**src/rtl/vga_fb_arbiter.sv**
```systemverilog
`default_nettype none
// ============================================================================
// Module   : vga_fb_arbiter
// Summary  : Single-port frame-buffer arbiter that shares memory between a
//            4-word display prefetch FIFO and a host write port. Optional
//            underflow flag is built when VGA_FB_UNDERFLOW_EN is defined.
// Revision : 1.0 - initial release
// ============================================================================
module vga_fb_arbiter #(
    parameter int ADDR_W   = 17,
    parameter int FB_WORDS = 80000
) (
    input  logic              clk,
    input  logic              rst,
    input  logic              frame_start,
    input  logic              disp_ena,
    output logic [7:0]        pix_out,
    output logic              underflow,
    input  logic              host_valid,
    output logic              host_ready,
    input  logic [ADDR_W-1:0] host_addr,
    input  logic [31:0]       host_wdata,
    output logic              mem_en,
    output logic              mem_we,
    output logic [ADDR_W-1:0] mem_addr,
    output logic [31:0]       mem_wdata,
    input  logic [31:0]       mem_rdata
);

    localparam logic [ADDR_W-1:0] c_last_addr = ADDR_W'(FB_WORDS - 1);
    localparam logic [2:0]        c_depth     = 3'd4;

    typedef enum logic [1:0] {
        ST_IDLE    = 2'd0,
        ST_PREFILL = 2'd1,
        ST_RUN     = 2'd2,
        ST_DONE    = 2'd3
    } state_t;

    state_t            state_q, state_d;
    logic [ADDR_W-1:0] fetch_addr_q, fetch_addr_d;
    logic [31:0]       fifo_mem_q [4];
    logic [31:0]       fifo_mem_d [4];
    logic [1:0]        wr_ptr_q, wr_ptr_d;
    logic [1:0]        rd_ptr_q, rd_ptr_d;
    logic [2:0]        fifo_cnt_q, fifo_cnt_d;
    logic [1:0]        idx_q, idx_d;
    logic              rd_p1_q, rd_p1_d;
    logic              rd_p2_q, rd_p2_d;
    logic [7:0]        pix_q, pix_d;
    logic              mem_en_q, mem_en_d;
    logic              mem_we_q, mem_we_d;
    logic [ADDR_W-1:0] mem_addr_q, mem_addr_d;
    logic [31:0]       mem_wdata_q, mem_wdata_d;

    logic [2:0]        w_level;
    logic              w_fetch_req;
    logic              w_fetch_gnt;
    logic              w_host_gnt;
    logic              w_push;
    logic              w_pop;
    logic [31:0]       w_head;

    // Level counts reads still in the memory pipeline so the FIFO never overfills.
    always_comb begin
        w_level = fifo_cnt_q + {2'b00, rd_p1_q} + {2'b00, rd_p2_q};
    end

    always_comb begin
        w_fetch_req = 1'b0;
        w_host_gnt  = 1'b0;
        unique case (state_q)
            ST_IDLE:    w_host_gnt  = host_valid;
            ST_PREFILL: w_fetch_req = (w_level < c_depth);
            ST_RUN: begin
                if (w_level < 3'd2) begin
                    w_fetch_req = 1'b1;
                end else if (host_valid) begin
                    w_host_gnt = 1'b1;
                end else if (w_level < c_depth) begin
                    w_fetch_req = 1'b1;
                end
            end
            ST_DONE:    w_host_gnt  = host_valid;
            default:    w_fetch_req = 1'b0;
        endcase
    end

    // A fetch issued alongside frame_start would belong to the old frame.
    assign w_fetch_gnt = w_fetch_req & ~frame_start;
    assign host_ready  = w_host_gnt & rst;
    assign w_head      = fifo_mem_q[rd_ptr_q];

    always_comb begin
        state_d      = state_q;
        fetch_addr_d = fetch_addr_q;
        fifo_mem_d   = fifo_mem_q;
        wr_ptr_d     = wr_ptr_q;
        rd_ptr_d     = rd_ptr_q;
        fifo_cnt_d   = fifo_cnt_q;
        idx_d        = idx_q;
        pix_d        = 8'd0;
        w_pop        = 1'b0;
        mem_en_d     = 1'b0;
        mem_we_d     = 1'b0;
        mem_addr_d   = '0;
        mem_wdata_d  = '0;

        if (w_fetch_gnt) begin
            mem_en_d     = 1'b1;
            mem_addr_d   = fetch_addr_q;
            fetch_addr_d = fetch_addr_q + 1'b1;
        end else if (w_host_gnt) begin
            mem_en_d    = 1'b1;
            mem_we_d    = 1'b1;
            mem_addr_d  = host_addr;
            mem_wdata_d = host_wdata;
        end

        rd_p1_d = w_fetch_gnt;
        rd_p2_d = rd_p1_q;
        w_push  = rd_p2_q & ~frame_start;

        if (disp_ena && (fifo_cnt_q != 3'd0)) begin
            pix_d = w_head[{idx_q, 3'b000} +: 8];
            idx_d = idx_q + 2'd1;
            w_pop = (idx_q == 2'd3);
        end

        if (w_push) begin
            fifo_mem_d[wr_ptr_q] = mem_rdata;
        end
        wr_ptr_d   = wr_ptr_q + {1'b0, w_push};
        rd_ptr_d   = rd_ptr_q + {1'b0, w_pop};
        fifo_cnt_d = fifo_cnt_q + {2'b00, w_push} - {2'b00, w_pop};

        unique case (state_q)
            ST_PREFILL: begin
                if (w_fetch_gnt && (fetch_addr_q == c_last_addr)) begin
                    state_d = ST_DONE;
                end else if (w_level == c_depth) begin
                    state_d = ST_RUN;
                end
            end
            ST_RUN: begin
                if (w_fetch_gnt && (fetch_addr_q == c_last_addr)) begin
                    state_d = ST_DONE;
                end
            end
            default: state_d = state_q;
        endcase

        if (frame_start) begin
            state_d      = ST_PREFILL;
            fetch_addr_d = '0;
            wr_ptr_d     = 2'd0;
            rd_ptr_d     = 2'd0;
            fifo_cnt_d   = 3'd0;
            idx_d        = 2'd0;
            rd_p1_d      = 1'b0;
            rd_p2_d      = 1'b0;
        end
    end

    always_ff @(posedge clk) begin
        if (!rst) begin
            state_q      <= ST_IDLE;
            fetch_addr_q <= '0;
            fifo_mem_q   <= '{default: '0};
            wr_ptr_q     <= 2'd0;
            rd_ptr_q     <= 2'd0;
            fifo_cnt_q   <= 3'd0;
            idx_q        <= 2'd0;
            rd_p1_q      <= 1'b0;
            rd_p2_q      <= 1'b0;
            pix_q        <= 8'd0;
            mem_en_q     <= 1'b0;
            mem_we_q     <= 1'b0;
            mem_addr_q   <= '0;
            mem_wdata_q  <= '0;
        end else begin
            state_q      <= state_d;
            fetch_addr_q <= fetch_addr_d;
            fifo_mem_q   <= fifo_mem_d;
            wr_ptr_q     <= wr_ptr_d;
            rd_ptr_q     <= rd_ptr_d;
            fifo_cnt_q   <= fifo_cnt_d;
            idx_q        <= idx_d;
            rd_p1_q      <= rd_p1_d;
            rd_p2_q      <= rd_p2_d;
            pix_q        <= pix_d;
            mem_en_q     <= mem_en_d;
            mem_we_q     <= mem_we_d;
            mem_addr_q   <= mem_addr_d;
            mem_wdata_q  <= mem_wdata_d;
        end
    end

    assign pix_out   = pix_q;
    assign mem_en    = mem_en_q;
    assign mem_we    = mem_we_q;
    assign mem_addr  = mem_addr_q;
    assign mem_wdata = mem_wdata_q;

`ifdef VGA_FB_UNDERFLOW_EN
    logic underflow_q, underflow_d;

    always_comb begin
        underflow_d = underflow_q | (disp_ena & (fifo_cnt_q == 3'd0));
    end

    always_ff @(posedge clk) begin
        if (!rst) begin
            underflow_q <= 1'b0;
        end else begin
            underflow_q <= underflow_d;
        end
    end

    assign underflow = underflow_q;
`else
    assign underflow = 1'b0;
`endif

endmodule
`default_nettype wire
```
**config.mk**
```make
export PLATFORM = sky130hd
export DESIGN_NAME = vga_fb_arbiter
export DESIGN_NICKNAME = d
export VERILOG_FILES = /design/src/rtl/vga_fb_arbiter.sv
export SDC_FILE = /design/constraint.sdc
export NUM_CORES = 1
export LEC_CHECK = 0
export CAP_MARGIN = 20
export CORE_ASPECT_RATIO = 1.75
export CORE_MARGIN = 8
export CORE_UTILIZATION = 50
export CTS_CLUSTER_SIZE = 25
export DETAILED_ROUTE_END_ITERATION = 16
export HOLD_SLACK_MARGIN = 0.12
export PLACE_DENSITY = 0.76
export REMOVE_ABC_BUFFERS = 1
export SKIP_LAST_GASP = 1
export SLEW_MARGIN = 20
export SYNTH_ARGS = -nofsm -noshare
export SYNTH_HDL_FRONTEND = slang
export SYNTH_SLANG_ARGS = --single-unit
export TNS_END_PERCENT = 10
```
**constraint.sdc**
```tcl
create_clock -name clk -period 3 [get_ports clk]
set_input_delay 0.6 -clock clk [delete_from_list [all_inputs] [get_ports clk]]
set_output_delay 0.6 -clock clk [all_outputs]
set_load 0.01 [all_outputs]
```
==> results.cfg, run 1 <==
[global_route]
track_usage_pct = 20.70
grt_pass1_vias = 7468
grt_max_degree = 79
antenna_found_initial = 0
grt-ovfl-total = 0
grt_pass1_wl_um = 37260

[synth]
synthTopCellsByArea = dfxtp_1, nand2_1, a21boi_0
netlist_instances = 946
synth.largest_area_cell = dfxtp_1
synth_edf_count = 0
synth-warning-count = 0
yosys_most_used_dff = dfxtp_1
ys_seq_area_share_pct = 48.77
ys_types = 54
ys_ff_latch = 217
synth_top_cell_area_share_pct = 48.77
synth_area_per_cell_um2 = 9.416
async_flop_share_pct = 0
synthesis.area_um2 = 8907

[sta]
slew_headroom_pct = 40.14
hold_violations = 0
rsz0062_at_grt = false
finalCriticalPeriod_ns = 2.767
worst_slew_pin_slew_ns = 0.8911
timing.final.crit_share_pct = 92.25
finClkSkew_ns = 0.008173
fmax_mhz = 361.3
fin_tns_setup_ns = 0
slew_violations = 0
setup_viol = 0

[cts]
clkSlewWorstSetupHoldPaths_ns = 0.07
cts_buffers = 20
cts-root-buf = clkbuf_16
cts_tree = done
cts.sinks = 217
clock_latency_ns = 0.49
clockBufferDepth = 3
cts-hold-fix-buffers = 0
htree_levels = 1

[cells_and_area]
mostFrequentLayoutCell = nand2_1
final_cell_mix = nand2_1, dfxtp_1, clkdlybuf4s50_1
drive_above_1_share_pct = 9.251
area_delta_synth_final_pct = 26.83
antenna_cells = 0
final_core_util_pct = 64.71
fin_nets = 1169

[floorplan]
start_util_pct = 51.02
dieHeight_um = 192.6
die_area_um2 = 22510
die_x_um = 116.9
rows = 64
num_io_pins = 147
coreArea_um2 = 17460

[worst_setup_path]
worstPathArrival_ns = 3.19
worst_setup_path_end_kind = register
cp_common_cell = inv_1
crit_chain = inv_1, fa_1, inv_1, ha_1, and3b_1, or4_4, or4_1, a21oi_1
cp-start-kind = register
r2r_start = fifo_cnt_q[0]
slowest_delay_ns = 0.63
worstRegToRegCells = 8
worstSetupPathType = reg2reg
path_max_fanout = 25
crit_required_ns = 3.43
crit_slowest_cell = or4_4
startpoint = fifo_cnt_q[0]

[min_path]
min_path_type = reg2reg
min_path_cells = 2
hp-start = fifo_mem_q[59]

[route]
drtPass1Iterations = 4
dr.first_iter.drc_count = 481
antenna_left = 0
vias_per_cell = 5.482
post-route-drc-count = 0
num_vias = 7193
wirelength_um = 23110
routedWlPerCell_um = 17.62

[power]
power_frac_seq_pct = 49.6
power-per-cell-area_nw_per_um2 = 520.7
swShare_pct = 20.48
vdd_ir_drop_max_uv = 376.7
p_int_w = 0.004678
leakage_nw = 3.825
power_frac_comb_pct = 5.5
p_switching_w = 0.001205
clockPowerShare_pct = 44.9

[run_status]
outcome = completed

[placed_design]
hpwl_um = 15200
io_buffers = 145
gp_congestion = 0.8345

[job]
maxCapViolations = 0
registers in the layout (all words and copies together), names as in the netlist:
name	count
mem_wdata	32
idx_q	2
fifo_mem_q	128
rd_ptr_q	2
mem_en	1
state_q	2
mem_we	1
pix_out	8
wr_ptr_q	2
mem_addr	17
fifo_cnt_q	3
fetch_addr_q	17
rd_p2_q	1
rd_p1_q	1
cells in the mapped netlist (all sizes together), types with 10 or more instances:
cell type and instances:
ha 10, inv 29, buf 12, a22o 16, nand2 268, clkbuf 58, a21oi 12, nor2 16
dfxtp 217, a21boi 128, and2 38, mux4 32
area by class of cell:
cell class	instances	area [um2]
fillers	1484	6160
clock buffers	27	568.0
multi-input cells	630	4194
well taps	231	289.0
flip-flops and latches	217	4345
inverters	29	108.9
clock inverters	5	102.6
repair buffers	173	1689
per-layer routing:
layer,vias to the layer above,GRT usage (%),share of wire (%)
met4,0,9.510,3.1
met1,3422,21.96,37
met5,-,0,0
li1,3469,-,-
met3,52,2.820,6.2
met2,250,38.89,53
repair_timing:
action	CTS	global route
setup endpoints to repair	1	1
pin swaps	1	1
resized for setup	1	3
setup buffers	1	0
worst max-delay path: cells and delay by family (launching register included):
| family | cells | cell delay (ns) |
|---|---|---|
| buffers and inverters | 2 | 0.13 |
| DFF | 1 | 0.35 |
| adders and majority gates | 2 | 0.67 |
| AOI/OAI and AO/OA | 1 | 0.16 |
| and+or+nand+nor | 3 | 1.39 |
per-stage QoR:
step / total power [W] / cells / cell area (um2) / hold WS, ns / setup slack, ns
finish: 0.005883 / 1312 / 11300 / 0.4612 / 0.2325
global route: 0.006091 / 1312 / 11300 / 0.4851 / 0.03581
CTS: 0.005942 / 1312 / 11300 / 0.4642 / 0.07160
detailed placement: 0.003307 / 1279 / 10620 / 0.4546 / 0.2051
global placement: 0.003304 / 1279 / 10620 / 0.4470 / 0.2581
floorplan: 0.003074 / 876 / 8616 / 0.4402 / 0.02126
path summary, 6_finish.rpt:
kind	endpoint	slack [ns]
setup reg to reg	fetch_addr_q[11]	0.23
setup / recovery	fetch_addr_q[11]	0.23
hold / removal	fifo_mem_q[59]	0.46
hold reg to reg	fifo_mem_q[59]	0.46
power groups by stage:
stage          Clock (W)  Sequential (W)  Combinational [W]
4_1_cts          0.00270         0.00292           0.000327
5_1_grt          0.00282         0.00292           0.000349
2_1_floorplan          0         0.00299          0.0000801
3_3_place_gp           0         0.00298           0.000323
6_report         0.00264         0.00292           0.000325
3_5_place_dp           0         0.00298           0.000326
cell families (layout without fill, tap and decap cells):
family | count (synthesis) | in the layout | share of synthesized area, %
AND/OR/NAND/NOR | 378 | 378 | 18.95
flip-flops | 217 | 217 | 48.77
AO/OA/AOI/OAI | 198 | 198 | 16.80
buffers and inverters | 99 | 234 | 4.495
multiplexers | 34 | 34 | 8.316
adder cells (fa/ha/maj) | 12 | 12 | 1.854
XOR/XNOR | 7 | 7 | 0.7726
other | 1 | 1 | 0.04210
(Power assumes the default switching activity.)
==> run 2: changes to the inputs <==
--- a/config.mk
+++ b/config.mk
@@ -5,14 +5,13 @@
 export SDC_FILE = /design/constraint.sdc
 export NUM_CORES = 1
 export LEC_CHECK = 0
-export CAP_MARGIN = 20
 export CORE_ASPECT_RATIO = 1.75
 export CORE_MARGIN = 8
-export CORE_UTILIZATION = 50
+export CORE_UTILIZATION = 42
 export CTS_CLUSTER_SIZE = 25
 export DETAILED_ROUTE_END_ITERATION = 16
 export HOLD_SLACK_MARGIN = 0.12
-export PLACE_DENSITY = 0.76
+export PLACE_DENSITY = 0.65
 export REMOVE_ABC_BUFFERS = 1
 export SKIP_LAST_GASP = 1
 export SLEW_MARGIN = 20
==> constraint.sdc (replaced) <==
create_clock -name clk -period 3.1 [get_ports clk]
set_input_delay 0.62 -clock clk [delete_from_list [all_inputs] [get_ports clk]]
set_output_delay 0.62 -clock clk [all_outputs]
set_load 0.01 [all_outputs]
==> run 2 against run 1 <==
Non-clock buffer count is 4 lower. Setup slack lost 0.048 ns. Register-to-register slack better by 0.07 ns. Final area increased by 0.42%. Via count fell by 3.4%. Critical endpoint is now host_ready. Sequential share of layout area down 0.16 points. Critical path depth down 1. Clock skew grew 0.0053 ns. Die area up 17%.
==> results.cfg, run 2 (synthesis results as in run 1) <==
[run_status]
outcome = completed

[power]
leakage_nw = 3.839
vdd_ir_drop_max_uv = 401.6
power-per-cell-area_nw_per_um2 = 515.0
total_power_w = 0.005843

[global_route]
grt_pass1_vias = 6987
grt_max_degree = 69
grt_pass1_wl_um = 37320
grt-ovfl-total = 0
track_usage_pct = 17.37
antenna_found_initial = 0

[cts]
htree_levels = 1
cts_buffers = 21
cts-root-buf = clkbuf_16
cts.sinks = 217
clkSlewWorstSetupHoldPaths_ns = 0.06
cts-hold-fix-buffers = 0
cts_tree = done
clock_latency_ns = 0.50
clockBufferDepth = 3

[route]
num_vias = 6950
dr.first_iter.drc_count = 514
antenna_left = 0
drtPass1Iterations = 4
wirelength_um = 22970
routedWlPerCell_um = 17.21
vias_per_cell = 5.206
post-route-drc-count = 0

[sta]
slew_violations = 0
setup_viol = 0
fin_tns_setup_ns = 0
finalCriticalPeriod_ns = 2.916
fmax_mhz = 343.0
setup_ws_ns = 0.1843
finClkSkew_ns = 0.01350
hold_violations = 0
rsz0062_at_grt = false
worst_slew_pin_slew_ns = 0.5697
slew_headroom_pct = 61.92
timing.final.crit_share_pct = 94.05

[worst_setup_path]
worstRegToRegCells = 8
r2r_start = fifo_cnt_q[0]
crit_required_ns = 2.48
path_max_fanout = 4
worst_setup_path_end_kind = primary output
worstPathArrival_ns = 2.30
cp-start-kind = register
rr_endpoint = fetch_addr_q[11]
r2r_setup_slack_ns = 0.30
worstSetupPathType = reg2out

[cells_and_area]
mostFrequentLayoutCell = nand2_1
top_register = fifo_mem_q
fin_area_um2 = 11340
largest_reg_flops = 128
area_delta_synth_final_pct = 27.36
antenna_cells = 0
instances_no_fill = 1335
drive_above_1_share_pct = 9.141
fin_nets = 1166
fillers = 1884
final_cell_mix = nand2_1, dfxtp_1, clkdlybuf4s50_1

[floorplan]
die_x_um = 126.1
dieHeight_um = 208.7
num_io_pins = 147
die_area_um2 = 26310
rows = 70
coreArea_um2 = 20850
start_util_pct = 42.73

[placed_design]
gp_congestion = 0.7916
place_inst = 1296
hpwl_um = 14660
place_area_um2 = 10600
io_buffers = 145
place_ws_ns = 0.3283

[min_path]
min_path_type = reg2reg
worstHoldEndpoint = fifo_mem_q[18]
hp-start = fifo_mem_q[18]
min_path_cells = 2

[job]
maxCapViolations = 0
-- run 2: report_power, final --
group          total [W]  switching (W)  internal [W]  leakage (nW)
Clock            0.00271        0.00106       0.00165         0.363
Sequential       0.00282     0.00000753       0.00281          1.75
Combinational   0.000312       0.000128      0.000184          1.73
-- run 2: how the worst max path moves through the flow --
| stage | startpoint | endpoint | slack (ns) | cells after the start |
|---|---|---|---|---|
| floorplan | fifo_cnt_q[0] | mem_addr[10] | 0.12 | 8 |
| CTS | fifo_cnt_q[0] | host_ready | 0.15 | 7 |
| detailed placement | fifo_cnt_q[0] | fetch_addr_q[7] | 0.33 | 8 |
| global route | fifo_cnt_q[0] | host_ready | 0.02 | 7 |
| global placement | disp_ena | fifo_cnt_q[2] | 0.40 | 11 |
| finish | fifo_cnt_q[0] | host_ready | 0.18 | 7 |
-- run 2: repair_timing --
action	CTS	global route
endpoints found under the hold margin	0	0
endpoints found under the setup margin	1	0
resized for setup	1	0
buffers inserted	1	0
-- run 2: cell type report --
| class | instances | area, um2 | share of cell area (%) |
|---|---|---|---|
| clock buffers | 32 | 626.9 | 5.526 |
| repair buffers | 169 | 1650 | 14.55 |
| multi-input cells | 630 | 4189 | 36.93 |
| clock inverters | 6 | 108.9 | 0.9595 |
| well taps | 252 | 315.3 | 2.779 |
| flip-flops and latches | 217 | 4345 | 38.30 |
| inverters | 29 | 108.9 | 0.9595 |
-- run 2: layer usage --
metal	vias to the layer above	part of all wire (%)	track usage, %
li1	3466	-	-
met1	3292	40	19.46
met2	167	54	32.62
met3	25	4.5	2.728
met4	0	1.6	5.298
met5	-	0	0
-- run 2: metrics by stage --
| stage | util (%) | hold slack [ns] |
|---|---|---|
| detailed placement | 50.86 | 0.4552 |
| floorplan | - | 0.4402 |
| global placement | 50.86 | 0.4477 |
| CTS | 54.42 | 0.4643 |
| global route | 54.42 | 0.4790 |
| finish | 54.42 | 0.4601 |
-- run 2: critical path, cell delays in order (launching register included) --
cell and delay, ns:
dfxtp_1 0.35, inv_1 0.07, fa_1 0.42, inv_1 0.07, ha_1 0.25, nor3_1 0.25, nor2_1 0.08, dlygate4sd2_1 0.31
==> run 3: changes to the inputs <==
--- a/config.mk
+++ b/config.mk
@@ -8,8 +8,10 @@
 export CORE_ASPECT_RATIO = 1.75
 export CORE_MARGIN = 8
 export CORE_UTILIZATION = 42
+export CTS_BUF_LIST = sky130_fd_sc_hd__clkbuf_16
 export CTS_CLUSTER_SIZE = 25
 export DETAILED_ROUTE_END_ITERATION = 16
+export GPL_ROUTABILITY_DRIVEN = 0
 export HOLD_SLACK_MARGIN = 0.12
 export PLACE_DENSITY = 0.65
 export REMOVE_ABC_BUFFERS = 1
==> run 3 against run 2 <==
Power down 2.9%. Final cell count unchanged. Sequential power about the same. Register-to-register slack about the same. Setup slack worse by 0.00065 ns. Clock power down 6%. Largest power group unchanged. Highest routed layer unchanged.
==> results.cfg, run 3 (synthesis results as in run 1) <==
[placed_design]
place_ws_ns = 0.3283
hpwl_um = 14660
io_buffers = 145
place_area_um2 = 10600

[worst_setup_path]
cp-endpoint = host_ready
cp_common_cell = inv_1
worstSetupPathType = reg2out
worst_setup_path_end_kind = primary output
slowest_delay_ns = 0.42
cp-start-kind = register
path_max_fanout = 4
crit_slowest_cell = fa_1
r2r_setup_slack_ns = 0.31
rr_endpoint = fetch_addr_q[7]
r2r_start = fifo_cnt_q[0]
startpoint = fifo_cnt_q[0]
crit_required_ns = 2.48
crit_chain = inv_1, fa_1, inv_1, ha_1, nor3_1, nor2_1, dlygate4sd2_1
worstRegToRegCells = 8
cp.buffers_inverters = 3
crit_cells = 7
worstPathArrival_ns = 2.30
cp_top_family = adder cells

[cts]
clockBufferDepth = 3
clock_latency_ns = 0.50
cts_tree = done
cts_buffers = 21
clkSlewWorstSetupHoldPaths_ns = 0.06
cts-root-buf = clkbuf_16
htree_levels = 1
cts.sinks = 217
cts-hold-fix-buffers = 0

[route]
routedWlPerCell_um = 17.22
vias_per_cell = 5.255
post-route-drc-count = 0
antenna_left = 0
dr.first_iter.drc_count = 517
drtPass1Iterations = 6
num_vias = 7015
wirelength_um = 22990

[floorplan]
rows = 70
dieHeight_um = 208.7
coreArea_um2 = 20850
die_x_um = 126.1
start_util_pct = 42.73
die_area_um2 = 26310
num_io_pins = 147

[min_path]
hp-start = fifo_mem_q[18]
min_path_type = reg2reg

[global_route]
grt_max_degree = 69
grt-ovfl-total = 0
grt_pass1_vias = 6998
grt_pass1_wl_um = 37410
track_usage_pct = 17.38
antenna_found_initial = 0

[cells_and_area]
top_register = fifo_mem_q
final_cell_mix = nand2_1, dfxtp_1, clkdlybuf4s50_1
drive_above_1_share_pct = 8.587
fin_area_um2 = 11280
area_delta_synth_final_pct = 26.69
antenna_cells = 0
largest_reg_flops = 128
mostFrequentLayoutCell = nand2_1
fin_nets = 1166

[sta]
fin_tns_setup_ns = 0
setup_ws_ns = 0.1837
setup_viol = 0
hold_violations = 0
slew_headroom_pct = 60.61
finalCriticalPeriod_ns = 2.916
rsz0062_at_grt = false
timing.final.crit_share_pct = 94.07
finClkSkew_ns = 0.009669
worst_slew_pin_slew_ns = 0.5893
fmax_mhz = 342.9
slew_violations = 0

[run_status]
outcome = completed

[power]
total_power_w = 0.005674
power-per-cell-area_nw_per_um2 = 502.8
leakage_nw = 3.826
vdd_ir_drop_max_uv = 398.9

[job]
maxCapViolations = 0
[run 3: cell count changes in the layout (fill, tap and decap cells not counted)]
cell / delta
clkbuf_8: -6
inv_1: +5
clkinv_1: +6
clkbuf_1: -5
[run 3: layer usage]
layer | routed length, um | global-route usage, % | part of all wire [%]
met1 | 9142 | 19.45 | 40
met2 | 12240 | 32.62 | 53
met3 | 1148 | 2.703 | 5.0
met4 | 460 | 5.507 | 2.0
met5 | 0 | 0 | 0
[run 3: power by group]
part,switching [W],internal (W)
combinational,0.000129,0.000184
clock,0.00106,0.00148
sequential,0.00000753,0.00281
total,0.00120,0.00448
[run 3: timing repair]
action	in CTS	in global routing
endpoints found under the setup margin	1	0
buffers inserted	1	0
resized for setup	1	0
[run 3: cell type report]
cell class              instances  area, um2
fillers                      1903       9560
flip-flops and latches        217       4345
multi-input cells             630       4189
repair buffers                169       1650
clock buffers                  21      525.5
well taps                     252      315.3
clock inverters                17      150.1
inverters                      29      108.9
[run 3: worst min path at each step]
stage	endpoint	slack, ns	cells after the start
final	fifo_mem_q[18]	0.46	2
after global routing	state_q[0]	0.48	2
after CTS	state_q[0]	0.46	2
after detailed placement	fifo_mem_q[18]	0.46	2
after global placement	fifo_mem_q[35]	0.45	2
after floorplan	fifo_mem_q[36]	0.44	2
[run 3: tightest hold or removal path, delay by kind of cell (launching register included)]
family | cells | cell delay (ns)
simple gates | 1 | 0.05
compound gates | 1 | 0.06
flops | 1 | 0.31
[run 3: through the flow]
| stage | utilization (%) | hold slack, ns | instances |
|---|---|---|---|
| 4_1_cts | 54.14 | 0.4628 | 1335 |
| 3_3_place_gp | 50.86 | 0.4477 | 1296 |
| 3_5_place_dp | 50.86 | 0.4552 | 1296 |
| 6_report | 54.14 | 0.4607 | 1335 |
| 2_1_floorplan | - | 0.4402 | 876 |
| 5_1_grt | 54.14 | 0.4789 | 1335 |
